[src/rtl/multicycle_ctrl.sv]
// multicycle_ctrl: Moore control FSM for a multicycle MIPS-style datapath.
module multicycle_ctrl (
  input  logic       clk,
  input  logic       rst_n,
  input  logic [5:0] op,
  input  logic       zero,
  input  logic       mem_ready,
  output logic       pc_write,
  output logic       ir_write,
  output logic       i_or_d,
  output logic       mem_read,
  output logic       mem_write,
  output logic       mem_to_reg,
  output logic       reg_dst,
  output logic       reg_write,
  output logic       alu_src_a,
  output logic [1:0] alu_src_b,
  output logic [1:0] alu_op,
  output logic [1:0] pc_src,
  output logic       illegal,
  output logic [3:0] state
);
  typedef enum logic [3:0] {
    FETCH = 4'd0, DECODE = 4'd1, MEMADR = 4'd2, MEMRD = 4'd3,
    MEMWB = 4'd4, MEMWR = 4'd5, EXEC = 4'd6, ALUWB = 4'd7,
    BRANCH = 4'd8, ADDIEX = 4'd9, ADDIWB = 4'd10, JUMP = 4'd11
  } state_t;
  state_t r_state, w_next;
  always_ff @(posedge clk or negedge rst_n)
    if (!rst_n) r_state <= FETCH;
    else r_state <= w_next;
  assign state = r_state;
  // Outputs are gated by rst_n so they read 0 for the whole reset, not only after the state clears.
  always_comb begin
    w_next = FETCH;
    pc_write = 1'b0;
    ir_write = 1'b0;
    i_or_d = 1'b0;
    mem_read = 1'b0;
    mem_write = 1'b0;
    mem_to_reg = 1'b0;
    reg_dst = 1'b0;
    reg_write = 1'b0;
    alu_src_a = 1'b0;
    alu_src_b = 2'd0;
    alu_op = 2'd0;
    pc_src = 2'd0;
    illegal = 1'b0;
    if (rst_n)
      case (r_state)
        FETCH: begin
          mem_read = 1'b1;
          alu_src_b = 2'd1;
          ir_write = mem_ready;
          pc_write = mem_ready;
          w_next = mem_ready ? DECODE : FETCH;
        end
        DECODE: begin
          alu_src_b = 2'd3;
          case (op)
            6'b000000: w_next = EXEC;
            6'b100011, 6'b101011: w_next = MEMADR;
            6'b000100: w_next = BRANCH;
            6'b001000: w_next = ADDIEX;
            6'b000010: w_next = JUMP;
            default: illegal = 1'b1;
          endcase
        end
        MEMADR: begin
          alu_src_a = 1'b1;
          alu_src_b = 2'd2;
          w_next = (op == 6'b100011) ? MEMRD : MEMWR;
        end
        MEMRD: begin
          mem_read = 1'b1;
          i_or_d = 1'b1;
          w_next = mem_ready ? MEMWB : MEMRD;
        end
        MEMWB: begin
          reg_write = 1'b1;
          mem_to_reg = 1'b1;
        end
        MEMWR: begin
          mem_write = 1'b1;
          i_or_d = 1'b1;
          w_next = mem_ready ? FETCH : MEMWR;
        end
        EXEC: begin
          alu_src_a = 1'b1;
          alu_op = 2'd2;
          w_next = ALUWB;
        end
        ALUWB: begin
          reg_write = 1'b1;
          reg_dst = 1'b1;
        end
        BRANCH: begin
          alu_src_a = 1'b1;
          alu_op = 2'd1;
          pc_src = 2'd1;
          pc_write = zero;
        end
        ADDIEX: begin
          alu_src_a = 1'b1;
          alu_src_b = 2'd2;
          w_next = ADDIWB;
        end
        ADDIWB: reg_write = 1'b1;
        JUMP: begin
          pc_write = 1'b1;
          pc_src = 2'd2;
        end
        default: ;
      endcase
  end
endmodule

[config.mk]
export PLATFORM = sky130hd
export DESIGN_NAME = multicycle_ctrl
export DESIGN_NICKNAME = d
export VERILOG_FILES = /design/src/rtl/multicycle_ctrl.sv
export SDC_FILE = /design/constraint.sdc
export NUM_CORES = 1
export LEC_CHECK = 0
export ABC_AREA = 1
export CAP_MARGIN = 30
export CELL_PAD_IN_SITES_DETAIL_PLACEMENT = 1
export CELL_PAD_IN_SITES_GLOBAL_PLACEMENT = 2
export CORE_MARGIN = 3
export CORE_UTILIZATION = 14
export DETAILED_ROUTE_END_ITERATION = 8
export PLACE_DENSITY = 0.78
export SYNTH_ARGS = -nofsm -noshare
export SYNTH_HDL_FRONTEND = slang
export SYNTH_SLANG_ARGS = --single-unit
[constraint.sdc]
create_clock -name clk -period 1.1 [get_ports clk]
set_input_delay 0.22 -clock clk [delete_from_list [all_inputs] [get_ports clk]]
set_output_delay 0.22 -clock clk [all_outputs]
set_load 0.02 [all_outputs]
**Yosys cells after proc, flatten, opt, wreduce, memory -nomap -nowiden**

Cells that the tools add are included.

- Bits in registers: 4
- Input bits: 10

- Equality and inequality tests: 16
- Mux-type cells: 34
- Reductions and logical operators: 9

Operators by type and width:

| cell | number |
|---|---|
| $pmux W4 S7 | 1 |
| $mux W1 | 21 |
| $pmux W4 S5 | 1 |
| $eq A4 B3 Y1 const B | 4 |
| $eq A4 B4 Y1 const B | 4 |
| $eq A6 B6 Y1 const B | 2 |
| $mux W3 | 3 |
| $eq A4 B2 Y1 const B | 2 |
| $pmux W2 S2 | 2 |
| $reduce_or A2 Y1 | 4 |
| $eq A6 B2 Y1 const B | 1 |
| $eq A6 B3 Y1 const B | 1 |
| $eq A6 B4 Y1 const B | 1 |
| $logic_not A6 Y1 | 1 |
| $mux W2 | 3 |
| $pmux W2 S3 | 1 |
| $reduce_or A6 Y1 | 1 |
| $eq A4 B1 Y1 const B | 1 |
| $logic_not A4 Y1 | 1 |
| $mux W4 | 1 |
| $reduce_or A4 Y1 | 1 |
| $pmux W1 S3 | 1 |
| $reduce_or A3 Y1 | 1 |

**Logic depth before layout (Yosys ltp)**

- Depth in word-level cells: 5
- Mapped depth: 8
- Gate-level depth less buffers: 8

**Worst setup path before layout**

Ideal clock, no wire load.

- Path type: register -> output
- Start: reg r_state[2], in the netlist state[2]
- End: out illegal
- Arrival: 1.819 ns
- Required time: 0.880 ns
- Setup slack: -0.939 ns
- Cell stages (with the launch flop): 6
- Buffers on the path: 0
- Cells stage by stage: dfrtp_1 > inv_1 > nand2_1 > nor3_1 > nand2_1 > nor3_1

- Longest elaborated chain between the ends: 3

Ends and longest elaborated chain:

| element | line | RTL |
|---|---|---|
| from (decl) | 28 | `state_t r_state, w_next;` |
| from (signal assigned) | 31 | `else r_state <= w_next;` |
| $eq A4 B1 Y1 | 50 | `case (r_state)` |
| $mux W1 | 50 |  |
| $mux W1 | 49 | `if (rst_n)` |
| to (decl) | 20 | `output logic illegal,` |

Every way passes these cells.

**Worst setup path after layout**

- Start: reg r_state[2], in the netlist state[2]
- End: out alu_src_a

- Longest elaborated chain between the ends: 4

Ends and longest elaborated chain:

| element | line | RTL |
|---|---|---|
| $eq A4 B4 Y1 (tied with other cells) | 50 |  |
| $reduce_or A4 Y1 (no source line) * | -- |  |
| $mux W1 * | 50 |  |
| $mux W1 * | 49 |  |
| to (decl) | 16 | `output logic alu_src_a,` |

Mark *: on every way between the ends. The rest lies on a longest branch, timed or not.

==> summary.md <==
| Metric | Value |
|---|---|
| Total power | `0.825 mW` |
| Worst r2r path cells | `8` |
| Final WS setup | `-578 ps` |
| Relative slew margins | `83.9%` |
| Largest net degree at the start of global routing | `13` |
| CTS Root Cell | `clkbuf_8` |
| RSZ-0062 raised after global routing | `yes` |
| Mapped Area | `541 µm²` |
| Clock latency at the later pin of the worst-skew pair | `230 ps` |
| Fmax | `596 MHz` |
| Top-area cell type share of the netlist area | `24.3%` |
| Setup-failing EPs final | `24` |
| Leading area contributor after synthesis | `nor2_1` |
| Max reg flops | `4` |
| Reg2reg end | `state[1]` |
| Worst Hold Class | `in -> async` |
| Post-synthesis sequential area ratio | `18.5%` |
| Max cap viols | `0` |
| Die Height | `68.1 µm` |
| Static leakage | `0.798 nW` |
| PD cells | `496 nW/µm²` |
| Worst-path fanout max | `5` |
| Fillers | `440` |
| Final Critical Period | `1680 ps` |
| Worst endpoint required time | `880 ps` |
| Routed WL per cell | `13.4 µm` |
| Seq cells post-synth | `4` |
| Area post-placement | `1310 µm²` |
| Sequential Area | `105 µm²` |
| Final Util | `47.3%` |
| Die Span X | `68.1 µm` |
| Post-DR vias/cell | `4.34` |
| CTS Buf Count | `3` |
| Commonest non-fill, non-tap cells in the layout | `buf_4 (44), buf_6 (27), nand2_1 (14), nor2_4 (14)` |
| CP arrival | `1460 ps` |
| Residual DRC | `0` |
| Number of diodes | `0` |
| Syn Inst Count | `107` |
| Worst-path clk slew | `40 ps` |
| Vias in the first global route | `1126` |
| First-pass GRT wire length | `5200 µm` |
| GRT Overall Usage | `15.4%` |
| CTS tree | `built` |
| Core Area | `3520 µm²` |
| DR vias | `1029` |
| PortBufs | `29` |
| Post-route ant nets | `0` |
| Kind of critical path | `reg -> out` |
| IO Pins | `30` |
| H-tree depth | `1` |
| Initial core utilization | `15.4%` |
| Commonest non-fill, non-tap cell in the layout | `buf_4` |
| Layout area overhead | `208%` |
| Fraction of layout cells with a size suffix above 1 | `70.2%` |
| Initial antenna violation count | `0` |
| CP Launch Type | `flip-flop` |
| Row count | `21` |
| Final Hold Fails | `0` |
| Multi-input gate area | `672 µm²` |
| Worst Setup End Kind | `primary output` |
| Reg-to-reg startpoint | `state[0]` |
| Yosys cell types | `15` |
| Die footprint | `4640 µm²` |
| GR Overflow Total | `0` |
| Syn Nets | `117` |
| Setup Skew | `6.81 ps` |
| Crit share post-route | `153%` |
| Nets | `202` |
| Warnings, synthesis | `0` |
| Number of DRC markers in iteration 0 | `18` |
| Syn_area_per_cell | `5.05 µm²` |
| Critical Path Start | `state[2]` |
| Worst Max-Slew Pin Slew | `241 ps` |
| Final HPWL DP | `2330 µm` |
| CTS Buffer Depth | `2` |
| Final Max Slew Viols | `0` |
| Reg2reg setup slack | `-410 ps` |
| Clk sinks | `4` |
| Setup TNS | `-9870 ps` |
| VDD IR-drop max | `305 µV` |
| Violated checks | `negative setup slack` |
| Dominant cells by area after synthesis | `nor2_1 (24%), dfrtp_1 (19%), nand2_1 (16%)` |
| Status | `finished with violations` |
| Post-Route WL | `3180 µm` |
| Final instance area | `1660 µm²` |
| 1st-pass router iterations | `3` |
| Gpl congestion | `0.763` |
-- Yosys cell counts (all sizes together) --
cell type,instances
nand4,2
o21ai,2
nand3,12
nand3b,1
buf,1
nor3,3
inv,14
dfrtp,4
a21oi,5
nand2,24
nor4,1
a31oi,2
nor2,36
-- layer usage --
layer	wire, µm	track usage, %	vias up
met1	1120	14.8	482
met5	0	0	-
met2	1840	32.0	29
met4	66	5.46	0
li1	-	-	513
met3	150	2.13	5
-- repair_timing --
action / in CTS / in global routing
resized for setup: 163 / 21
hold endpoints to repair: 0 / 0
pin swaps: 10 / 6
endpoints found under the setup margin: 24 / 24
hold buffers: 0 / 0
setup buffers: 9 / 3
-- cell families after synthesis --
logic type / Yosys count / synth area share (%)
flops: 4 / 18.5
compound gates: 9 / 8.80
simple gates: 79 / 62.3
buf+inv: 15 / 10.4
-- worst max-delay path by stage --
stage / end / cells past startpoint
final: alu_src_a / 6
after global routing: alu_src_a / 6
after CTS: pc_write / 6
after detailed placement: illegal / 6
after global placement: mem_read / 5
after floorplan: illegal / 5
-- report_power, final --
group | total (mW) | switching [mW] | internal, mW
logic | 0.326 | 0.167 | 0.158
clock network | 0.341 | 0.0920 | 0.249
registers | 0.159 | 0.00737 | 0.152
total | 0.825 | 0.267 | 0.559
-- stage by stage --
step	hold slack (ps)	std cells	setup slack [ps]
global placement	546	221	-952
CTS	72.4	234	-540
finish	76.0	237	-578
global route	81.6	237	-647
floorplan	-75.6	107	-428
detailed placement	547	221	-1010
-- area by class of cell --
| cell class | instances | share of cell area [%] |
|---|---|---|
| Timing Repair Buffer | 81 | 43.7 |
| Multi-Input combinational cell | 88 | 40.4 |
| Sequential cell | 4 | 6.32 |
| Inverter | 14 | 3.46 |
| Tap cell | 46 | 3.46 |
| Clock buffer | 4 | 2.71 |
-- critical path, stage by stage, from the launching register on --
cell,delay [ps]
dfrtp_2,470
buf_6,160
nand2_8,70
nor2_2,150
nor2_2,80
a21oi_2,140
buf_4,150
Note: power is estimated with default switching activity, not from simulation.
